## config.mk

```make
export PLATFORM = sky130hd
export DESIGN_NAME = rom_stream_reader
export DESIGN_NICKNAME = d
export VERILOG_FILES = /design/src/rtl/rom_stream_reader.sv
export SDC_FILE = /design/constraint.sdc
export NUM_CORES = 1
export LEC_CHECK = 0
export BUFFER_PORTS_ARGS = -buffer_cell sky130_fd_sc_hd__buf_2
export CORE_ASPECT_RATIO = 0.8
export CORE_MARGIN = 10
export CORE_UTILIZATION = 50
export CTS_CLUSTER_DIAMETER = 50
export DETAILED_ROUTE_END_ITERATION = 7
export PLACE_DENSITY = 0.82
export REMOVE_ABC_BUFFERS = 1
export SLEW_MARGIN = 20
export SYNTH_ARGS = -nofsm -noshare
export SYNTH_HDL_FRONTEND = slang
export SYNTH_SLANG_ARGS = --single-unit
export TNS_END_PERCENT = 30
```

## constraint.sdc

```tcl
create_clock -name clk -period 2.32 [get_ports clk]
set_input_delay 0.116 -clock clk [delete_from_list [all_inputs] [get_ports clk]]
set_output_delay 0.116 -clock clk [all_outputs]
set_load 0.005 [all_outputs]
```

## src/rtl/rom_stream_reader.sv

```systemverilog
// ---------------------------------------------------------------------------
// rom_stream_reader : burst reader from a 1-cycle-latency memory into a
//                     credit-limited FIFO feeding a ready/valid stream.
// Rev 1.0
// ---------------------------------------------------------------------------
`default_nettype none

module rom_stream_reader #(
  parameter int ADDR_W     = 10,
  parameter int FIFO_DEPTH = 4
) (
  input  logic              clk,
  input  logic              reset,
  input  logic              start,
  input  logic [ADDR_W-1:0] base_addr,
  input  logic [ADDR_W:0]   length,
  output logic              busy,
  output logic              done,
  output logic [ADDR_W-1:0] m_address,
  output logic              m_chipselect,
  output logic [3:0]        m_byteenable,
  input  logic [31:0]       m_readdata,
  output logic [31:0]       out_data,
  output logic              out_valid,
  input  logic              out_ready,
  output logic              out_last
);

  localparam int PTR_W = (FIFO_DEPTH > 1) ? $clog2(FIFO_DEPTH) : 1;
  localparam int CNT_W = $clog2(FIFO_DEPTH + 1);

  typedef enum logic [1:0] {
    S_IDLE  = 2'd0,
    S_ISSUE = 2'd1,
    S_DRAIN = 2'd2
  } state_t;

  state_t            state_q, state_d;
  logic [ADDR_W-1:0] addr_q, addr_d;
  logic [ADDR_W:0]   remain_q, remain_d;
  logic              inflight_q;
  logic              inflight_last_q;
  logic              zero_done_q, zero_done_d;
  logic              strobe;

  logic [32:0]       mem_q [FIFO_DEPTH];
  logic [PTR_W-1:0]  wr_ptr_q, rd_ptr_q;
  logic [CNT_W-1:0]  count_q, count_d;
  logic              fifo_wr, fifo_rd, credit_ok, last_accept;

  // A word may be requested only if it is guaranteed a FIFO slot on return.
  assign credit_ok = ({1'b0, count_q} + {{CNT_W{1'b0}}, inflight_q})
                     < (CNT_W+1)'(FIFO_DEPTH);

  assign fifo_wr     = inflight_q;
  assign out_valid   = (count_q != '0);
  assign fifo_rd     = out_valid & out_ready;
  assign out_data    = mem_q[rd_ptr_q][31:0];
  assign out_last    = out_valid & mem_q[rd_ptr_q][32];
  assign last_accept = (state_q == S_DRAIN) & fifo_rd & out_last;

  assign busy         = (state_q != S_IDLE);
  assign done         = zero_done_q | last_accept;
  assign m_address    = addr_q;
  assign m_chipselect = strobe;
  assign m_byteenable = 4'hF;

  always_comb begin
    state_d     = state_q;
    addr_d      = addr_q;
    remain_d    = remain_q;
    zero_done_d = 1'b0;
    strobe      = 1'b0;
    case (state_q)
      S_IDLE: begin
        if (start) begin
          addr_d   = base_addr;
          remain_d = length;
          if (length == '0) zero_done_d = 1'b1;
          else              state_d     = S_ISSUE;
        end
      end
      S_ISSUE: begin
        if (credit_ok) begin
          strobe   = 1'b1;
          addr_d   = addr_q + ADDR_W'(1);
          remain_d = remain_q - (ADDR_W+1)'(1);
          if (remain_q == (ADDR_W+1)'(1)) state_d = S_DRAIN;
        end
      end
      S_DRAIN: begin
        if (last_accept) state_d = S_IDLE;
      end
      default: state_d = S_IDLE;
    endcase
  end

  always_comb begin
    count_d = count_q;
    case ({fifo_wr, fifo_rd})
      2'b10:   count_d = count_q + CNT_W'(1);
      2'b01:   count_d = count_q - CNT_W'(1);
      default: count_d = count_q;
    endcase
  end

  always_ff @(posedge clk) begin
    if (reset) begin
      state_q         <= S_IDLE;
      addr_q          <= '0;
      remain_q        <= '0;
      inflight_q      <= 1'b0;
      inflight_last_q <= 1'b0;
      zero_done_q     <= 1'b0;
      wr_ptr_q        <= '0;
      rd_ptr_q        <= '0;
      count_q         <= '0;
    end else begin
      state_q         <= state_d;
      addr_q          <= addr_d;
      remain_q        <= remain_d;
      inflight_q      <= strobe;
      inflight_last_q <= strobe & (remain_q == (ADDR_W+1)'(1));
      zero_done_q     <= zero_done_d;
      count_q         <= count_d;
      if (fifo_wr) wr_ptr_q <= wr_ptr_q + PTR_W'(1);
      if (fifo_rd) rd_ptr_q <= rd_ptr_q + PTR_W'(1);
    end
  end

  // Storage needs no reset: pointers and count define what is valid.
  always_ff @(posedge clk) begin
    if (fifo_wr) mem_q[wr_ptr_q] <= {inflight_last_q, m_readdata};
  end

endmodule

`default_nettype wire

```

==> impl_metrics.py, run 1 <==
metrics = {
    "status": {
        "status": "completed",
    },
    "critical_path": {
        "startpoint_type": "flip-flop",
        "r2r_setup_slack_ps": 290,
        "required_ps": 2670,
        "r2r_end": "count_q[2]$_SDFFE_PP0P_",
        "crit_type": "reg2reg",
        "r2r_cells": 7,
        "cp.arrival_ps": 2380,
        "crit_fanout": 6,
        "timing.rr.start": "count_q[0]$_SDFFE_PP0P_",
        "end_kind": "flip-flop",
    },
    "cts": {
        "cts-resized-gates": 0,
        "cts.sinks": 167,
        "insertion_delay_ps": 420,
        "cts_buffer_depth": 2,
        "cts_buffers": 17,
        "cts-root-buf": "clkbuf_16",
        "cts_tree": "yes",
        "htree_levels": 4,
        "clk_pin_slew_ps": 60,
    },
    "route": {
        "drt_iter0_markers": 300,
        "vias": 4221,
        "routed_wl_mm": 14.3,
        "firstDrtPassIters": 5,
        "viasPerCell": 5.49,
        "ant_nets": 0,
        "drcViolationCount": 0,
        "wl_per_cell_um": 18.6,
    },
    "power": {
        "power_leakage_nw": 3.00,
        "total_power_mw": 7.59,
        "max-vdd-ir-drop_uv": 648,
        "power_density_mw_per_mm2": 897,
    },
    "timing": {
        "final_max_slew_viol_count": 0,
        "skew_ps": 13.4,
        "relSlewSlack_pct": 63.5,
        "max_freq_ghz": 0.494,
        "timing.final.crit_share_pct": 87.3,
        "rsz0062_at_grt": "false",
        "hold_slack_ps": 20.5,
        "worst_pin_slew_ps": 544,
        "hold_violations": 0,
        "setup_violations": 0,
        "fin_crit_ps": 2030,
    },
    "yosys": {
        "synthCells": 429,
        "synth.distinct_cells": 55,
        "synth-seq-cells": 167,
        "yosysWarningCount": 0,
        "ys_seq_area_share_pct": 68.5,
        "ys_async_sr_fraction_pct": 0,
        "avgSynthCellArea_sq_um": 15.9,
        "synth_flop_cell": "edfxtp_1",
        "synth_edf_count": 132,
        "netlist_area_sq_mm": 0.00681,
    },
    "hold_path": {
        "holdPathStages": 3,
        "hold_path_class": "in2reg",
        "worstHoldEndpoint": "remain_q[8]$_SDFFE_PP0P_",
        "hold_start": "length[8]",
    },
    "grt": {
        "grt_pass1_vias": 4491,
        "grt_max_degree": 34,
        "grtUsageTotal_pct": 15.7,
        "grt_pass1_wl_mm": 23.2,
        "grt.overflow.total": 0,
        "antenna_found_initial": 2,
    },
    "layout": {
        "drive_gt1_share_pct": 32.1,
        "area_growth_pct": 24.3,
        "fin_nets": 641,
        "layout.cells.non_filler": 769,
    },
    "job": {
        "maxCapViolations": 0,
    },
    "place": {
        "port_buffers": 103,
        "place_hpwl_mm": 9.66,
        "globalplace.congestion": 0.885,
        "placedCellCount": 701,
    },
    "floorplanning": {
        "num_io_pins": 108,
        "dieArea_sq_mm": 0.0187,
        "rows": 38,
        "core_area_sq_mm": 0.0135,
        "die_h_um": 124,
        "start_util_pct": 50.6,
        "die_x_um": 150,
    },
}
synth_stat cells, types with 3 or more instances:
master,instances,share of area (%)
edfxtp_1,132,58
dfxtp_1,35,10
mux4_2,33,11
a21oi_1,22,1.6
nor2_1,21,1.2
nand2_1,15,0.83
nand3_1,12,0.88
inv_1,11,0.61
nor3_1,11,0.81
o21ai_1,11,0.81
clkbuf_1,10,0.55
o21ai_0,10,0.73
and2_1,9,0.83
buf_2,9,0.66
ha_1,8,1.5
a21o_1,5,0.55
buf_4,5,0.55
nor4_1,5,0.46
mux2i_1,4,0.59
nand2b_1,4,0.37
nor2b_1,4,0.37
a2bb2oi_1,3,0.39
nand4_1,3,0.28
o22ai_1,3,0.28
o32ai_1,3,0.39
or3_1,3,0.28
xor2_1,3,0.39
flip-flops by register name, summed over array words and instances (netlist names), named ones only:
signal,flops
count_q,3
fifo_wr,1
inflight_last_q,1
m_address,10
mem_q,132
rd_ptr_q,2
remain_q,11
state_q,2
wr_ptr_q,2
zero_done_q,1
final cells by class:
type	instances	area, sq um
fill	959	4990
sequential	167	4670
multi-input combinational	227	1970
timing repair buffer	151	976
clock buffer	18	429
tap	180	225
clock inverter	14	158
inverter	11	41.3
antenna	1	2.50
repair_timing:
| action | CTS | global route |
|---|---|---|
| endpoints found under the hold margin | 131 | 0 |
| hold buffers | 35 | 0 |
| buffers inserted | 0 | 0 |
layout by cell type, fill, tap and decap left out, types with 15 or more instances in the layout:
cell and count:
a21oi_1 22, buf_2 103, clkbuf_16 17, dfxtp_1 33, dlygate4sd3_1 35, edfxtp_1 132, mux4_2 33, nand2_1 15
nor2_1 21
critical path, cell delays in order, from the launching register on:
cell and delay [ps]:
dfxtp_1 420, o31a_1 270, ha_1 220, inv_1 60, fa_1 370, xor2_1 160
or3_1 310, a21oi_1 140
power by group:
part / internal (mW) / switching (mW) / leakage [nW]
clock network: 1.68 / 1.07 / 0.269
logic: 0.693 / 0.672 / 1.24
registers: 3.36 / 0.116 / 1.49
total: 5.73 / 1.86 / 3.00
cell families after synthesis:
| logic type | count (synthesis) | synth area share [%] |
|---|---|---|
| other cells | 1 | 0.0551 |
| flops | 167 | 68.5 |
| mux | 37 | 11.5 |
| fa+ha+maj | 9 | 1.76 |
| xor+xnor | 5 | 0.643 |
| simple gates | 97 | 7.68 |
| buf+inv | 38 | 2.90 |
| compound gates | 75 | 6.98 |
stage by stage:
stage	instance area, sq um	TNS [ps]	utilization, %	setup WS [ps]
finish	8460	0	62.9	294
global route	8460	0	62.9	172
CTS	8460	0	62.9	245
detailed placement	7520	0	55.9	337
global placement	7520	0	55.9	424
floorplan	6670	-286	-	-112
how the worst max path moves through the flow:
stage	start	endpoint	slack (ps)	cells past startpoint
2_1_floorplan	flip-flop	out_last	-110	2
3_3_place_gp	count_q[0]$_SDFFE_PP0P_	count_q[2]$_SDFFE_PP0P_	420	7
3_5_place_dp	count_q[0]$_SDFFE_PP0P_	count_q[2]$_SDFFE_PP0P_	340	7
4_1_cts	flip-flop	out_data[27]	240	3
5_1_grt	count_q[0]$_SDFFE_PP0P_	count_q[2]$_SDFFE_PP0P_	170	7
6_report	count_q[0]$_SDFFE_PP0P_	count_q[2]$_SDFFE_PP0P_	290	7
metal layers:
layer  routed length (um)  track usage, %
met1                 6010            19.6
met2                 6990            25.1
met4                  194            4.85
met3                 1080            5.66
met5                    0               0
No activity file was read; power rests on OpenSTA's default activity.
==> run 2: changes to the inputs <==
--- a/config.mk
+++ b/config.mk
@@ -6,12 +6,14 @@
 export NUM_CORES = 1
 export LEC_CHECK = 0
 export BUFFER_PORTS_ARGS = -buffer_cell sky130_fd_sc_hd__buf_2
+export CELL_PAD_IN_SITES_DETAIL_PLACEMENT = 1
+export CELL_PAD_IN_SITES_GLOBAL_PLACEMENT = 2
 export CORE_ASPECT_RATIO = 0.8
 export CORE_MARGIN = 10
-export CORE_UTILIZATION = 50
+export CORE_UTILIZATION = 40
 export CTS_CLUSTER_DIAMETER = 50
 export DETAILED_ROUTE_END_ITERATION = 7
-export PLACE_DENSITY = 0.82
+export PLACE_DENSITY = 0.89
 export REMOVE_ABC_BUFFERS = 1
 export SLEW_MARGIN = 20
 export SYNTH_ARGS = -nofsm -noshare
==> impl_metrics.py, run 2 (same netlist as run 1, synthesis figures left out) <==
metrics = {
    "critical_path": {
        "crit_slowest_cell": "dfxtp_1",
        "end_kind": "flip-flop",
        "critPathTopFamily": "adder cells",
        "startpoint_type": "flip-flop",
        "crit_fanout": 6,
        "r2r_setup_slack_ps": 250,
        "crit_buf_inv": 1,
        "required_ps": 2670,
        "cp.arrival_ps": 2410,
        "cp_cell_sequence": "o31a_1, ha_1, inv_1, fa_1, xor2_1, or3_1, a21oi_1",
        "crit_type": "reg2reg",
        "crit_path_max_incr_delay_ps": 430,
    },
    "grt": {
        "grtUsageTotal_pct": 14.7,
        "grt.overflow.total": 0,
        "antenna_found_initial": 0,
        "grt_max_degree": 38,
        "grt_pass1_vias": 4770,
        "grt_pass1_wl_mm": 26.3,
    },
    "route": {
        "vias": 4235,
        "drcViolationCount": 0,
        "viasPerCell": 5.24,
        "ant_nets": 0,
        "drt_iter0_markers": 252,
        "firstDrtPassIters": 4,
        "wl_per_cell_um": 20.2,
        "routed_wl_mm": 16.3,
    },
    "floorplanning": {
        "start_util_pct": 41.0,
        "core_area_sq_mm": 0.0166,
        "die_x_um": 166,
        "dieArea_sq_mm": 0.0227,
        "num_io_pins": 108,
        "rows": 42,
        "die_h_um": 137,
    },
    "timing": {
        "hold_violations": 0,
        "rsz0062_at_grt": "false",
        "relSlewSlack_pct": 39.6,
        "fin_crit_ps": 2070,
        "final_max_slew_viol_count": 0,
        "skew_ps": 7.12,
        "max_freq_ghz": 0.483,
        "worst_pin_slew_ps": 907,
        "timing.final.crit_share_pct": 89.2,
        "setup_slack_ps": 251,
        "setup_violations": 0,
    },
    "layout": {
        "drive_gt1_share_pct": 32.2,
        "final_common_cell": "edfxtp_1",
        "largest-register": "mem_q",
        "fin_nets": 640,
        "area_growth_pct": 25.3,
        "layout.cells.non_filler": 808,
        "final_cell_mix": "edfxtp_1, buf_2, dlygate4sd3_1, mux4_2, dfxtp_1",
        "largest_reg_flops": 132,
    },
    "job": {
        "maxCapViolations": 0,
    },
    "power": {
        "power_density_mw_per_mm2": 913,
        "power_leakage_nw": 3.02,
        "max-vdd-ir-drop_uv": 409,
    },
    "cts": {
        "clk_pin_slew_ps": 70,
        "cts-resized-gates": 0,
        "cts.sinks": 167,
        "cts-hold-fix-buffers": 37,
        "cts_buffer_depth": 2,
        "insertion_delay_ps": 420,
        "cts_tree": "yes",
        "htree_levels": 4,
        "post_cts_buffers": 0,
        "cts_buffers": 17,
        "cts-root-buf": "clkbuf_16",
    },
    "place": {
        "placedCellCount": 738,
        "port_buffers": 103,
        "dp_slack_ps": 248,
        "place_hpwl_mm": 10.8,
        "globalplace.congestion": 0.805,
    },
    "status": {
        "status": "completed",
    },
    "hold_path": {
        "hold_path_class": "in2reg",
    },
}
==> run 2: cell type report <==
class,count,area (sq um)
diodes,1,2.50
clock buffers,18,429
clock inverters,14,184
fillers,1635,8070
inverters,11,41.3
multi-input cells,227,1970
flip-flops and latches,167,4670
well taps,220,275
repair buffers,150,973
==> run 2: path summary, 6_finish.rpt <==
path | from | end | cells past startpoint
worst max register to register | count_q[0]$_SDFFE_PP0P_ | count_q[2]$_SDFFE_PP0P_ | 7
worst max-delay path | count_q[0]$_SDFFE_PP0P_ | count_q[2]$_SDFFE_PP0P_ | 7
worst min register to register | inflight_last_q$_SDFF_PP0_ | mem_q[2][32]$_DFFE_PP_ | 0
worst min-delay path | base_addr[9] | m_address[9]$_SDFFE_PP0P_ | 3
==> run 2: power breakdown <==
part | switching (mW) | leakage (nW) | internal (mW) | total [mW]
Clock | 1.21 | 0.294 | 1.72 | 2.94
Combinational | 0.684 | 1.24 | 0.701 | 1.38
Sequential | 0.118 | 1.49 | 3.36 | 3.48
==> run 2: metrics by stage <==
stage	cell area, sq um	power, mW	util [%]	hold WS, ps	TNS [ps]
6_report	8540	7.80	51.4	22.2	0
3_3_place_gp	7550	4.85	45.5	327	0
3_5_place_dp	7550	4.91	45.5	338	0
5_1_grt	8540	8.16	51.4	1.64	0
4_1_cts	8540	7.90	51.4	3.98	0
2_1_floorplan	6670	4.34	-	185	-286
==> run 2: routing by layer <==
metal / share of wire, % / vias up / global-route usage (%)
li1: - / 1956 / -
met1: 44 / 2157 / 17.4
met2: 49 / 111 / 25.1
met3: 6.2 / 11 / 5.27
met4: 0.69 / 0 / 3.88
met5: 0 / - / 0
==> run 2: tightest hold or removal path, stage by stage <==
cell     delay, ps
buf_2           80
a22oi_1         70
o32ai_1        130
==> run 3: changes to the inputs <==
--- a/config.mk
+++ b/config.mk
@@ -10,10 +10,10 @@
 export CELL_PAD_IN_SITES_GLOBAL_PLACEMENT = 2
 export CORE_ASPECT_RATIO = 0.8
 export CORE_MARGIN = 10
-export CORE_UTILIZATION = 40
+export CORE_UTILIZATION = 43
 export CTS_CLUSTER_DIAMETER = 50
 export DETAILED_ROUTE_END_ITERATION = 7
-export PLACE_DENSITY = 0.89
+export PLACE_DENSITY = 0.94
 export REMOVE_ABC_BUFFERS = 1
 export SLEW_MARGIN = 20
 export SYNTH_ARGS = -nofsm -noshare
==> constraint.sdc (replaced) <==
create_clock -name clk -period 2.5 [get_ports clk]
set_input_delay 0.125 -clock clk [delete_from_list [all_inputs] [get_ports clk]]
set_output_delay 0.125 -clock clk [all_outputs]
set_load 0.005 [all_outputs]
==> impl_metrics.py, run 3 (same netlist as run 1, synthesis figures left out) <==
metrics = {
    "grt": {
        "grtUsageTotal_pct": 16.1,
        "grt.overflow.total": 0,
        "grt_max_degree": 41,
        "antenna_found_initial": 0,
        "grt_pass1_vias": 4709,
        "grt_pass1_wl_mm": 26.8,
    },
    "route": {
        "firstDrtPassIters": 4,
        "vias": 4278,
        "drt_iter0_markers": 261,
        "drcViolationCount": 0,
        "wl_per_cell_um": 21.4,
        "viasPerCell": 5.34,
        "ant_nets": 0,
        "routed_wl_mm": 17.2,
    },
    "place": {
        "globalplace.congestion": 0.808,
        "port_buffers": 103,
        "place_hpwl_mm": 11.0,
    },
    "layout": {
        "fin_nets": 640,
        "drive_gt1_share_pct": 32.3,
        "final_util_pct": 54.7,
        "final_common_cell": "edfxtp_1",
        "largest_reg_flops": 132,
        "area_growth_pct": 25.6,
        "largest-register": "mem_q",
        "final_cell_mix": "edfxtp_1, buf_2, dlygate4sd3_1, mux4_2, dfxtp_1",
        "diodes": 0,
    },
    "status": {
        "status": "completed",
    },
    "timing": {
        "setup_violations": 0,
        "worst_pin_slew_ps": 705,
        "hold_violations": 0,
        "fin_crit_ps": 2150,
        "relSlewSlack_pct": 53.0,
        "timing.final.crit_share_pct": 86.0,
        "rsz0062_at_grt": "false",
        "final_max_slew_viol_count": 0,
        "skew_ps": 12.1,
        "fin_tns_setup_ps": 0,
        "max_freq_ghz": 0.465,
    },
    "critical_path": {
        "cp.arrival_ps": 2020,
        "crit_type": "reg2out",
        "crit_end": "out_data[2]",
        "crit_slowest_cell": "mux4_2",
        "crit_path_max_incr_delay_ps": 580,
        "r2r_cells": 7,
        "r2r_setup_slack_ps": 410,
        "end_kind": "output pin",
        "timing.rr.start": "count_q[0]$_SDFFE_PP0P_",
        "required_ps": 2380,
        "startpoint_type": "flip-flop",
        "cp_cell_sequence": "buf_12, mux4_2, buf_2",
        "r2r_end": "count_q[2]$_SDFFE_PP0P_",
        "crit_fanout": 24,
    },
    "cts": {
        "cts_tree": "yes",
        "cts_buffer_depth": 2,
        "clk_pin_slew_ps": 60,
        "cts.sinks": 167,
        "insertion_delay_ps": 430,
        "cts-root-buf": "clkbuf_16",
        "cts_buffers": 17,
        "htree_levels": 4,
    },
    "job": {
        "maxCapViolations": 0,
    },
    "hold_path": {
        "hold_path_class": "in2reg",
        "holdPathStages": 3,
        "hold_start": "base_addr[8]",
    },
    "floorplanning": {
        "rows": 41,
        "core_area_sq_mm": 0.0156,
        "start_util_pct": 43.5,
        "die_h_um": 133,
        "dieArea_sq_mm": 0.0213,
        "die_x_um": 161,
        "num_io_pins": 108,
    },
    "power": {
        "total_power_mw": 7.18,
        "max-vdd-ir-drop_uv": 685,
        "power_density_mw_per_mm2": 839,
        "power_leakage_nw": 3.02,
    },
}
[run 3: worst max-delay path: cells and delay by family (launching register included)]
kind	cells	cell delay, ps
buffers and inverters	2	450
DFF	1	560
muxes	1	580
[run 3: metrics by stage]
step | hold slack [ps] | area [sq um] | instances | setup WS, ps
after floorplan | 194 | 6670 | 405 | 59.2
after global placement | 336 | 7600 | 733 | 590
after detailed placement | 342 | 7600 | 733 | 403
after CTS | 15.2 | 8550 | 801 | 319
after global routing | 39.8 | 8550 | 801 | 236
final | 36.1 | 8550 | 801 | 351
[run 3: power breakdown]
part	leakage (nW)	switching, mW	internal, mW
Clock	0.288	1.13	1.50
Sequential	1.49	0.145	3.12
Combinational	1.25	0.628	0.657
[run 3: what timing repair did]
action,CTS,global route
resized for setup,0,0
setup buffers,0,0
hold buffers,37,0
hold endpoints to repair,133,0
[run 3: cell type report]
class | instances | area [sq um]
clock inverter | 13 | 159
fill | 1529 | 7090
clock buffer | 18 | 429
multi-input combinational | 227 | 1970
sequential | 167 | 4670
tap | 215 | 269
timing repair buffer | 150 | 1020
inverter | 11 | 41.3
[run 3: per-layer routing]
layer / up-vias / track usage [%] / share of wire, %
met4: 0 / 5.20 / 1.2
met1: 2173 / 19.6 / 43
li1: 1958 / - / -
met5: - / 0 / 0
met3: 17 / 4.28 / 4.7
met2: 130 / 27.4 / 51
[run 3: worst min path at each step]
stage	end	slack, ps
floorplan	count_q[2]$_SDFFE_PP0P_	190
global placement	mem_q[2][23]$_DFFE_PP_	340
detailed placement	mem_q[1][26]$_DFFE_PP_	340
CTS	remain_q[9]$_SDFFE_PP0P_	20
global route	m_address[8]$_SDFFE_PP0P_	40
finish	m_address[8]$_SDFFE_PP0P_	40
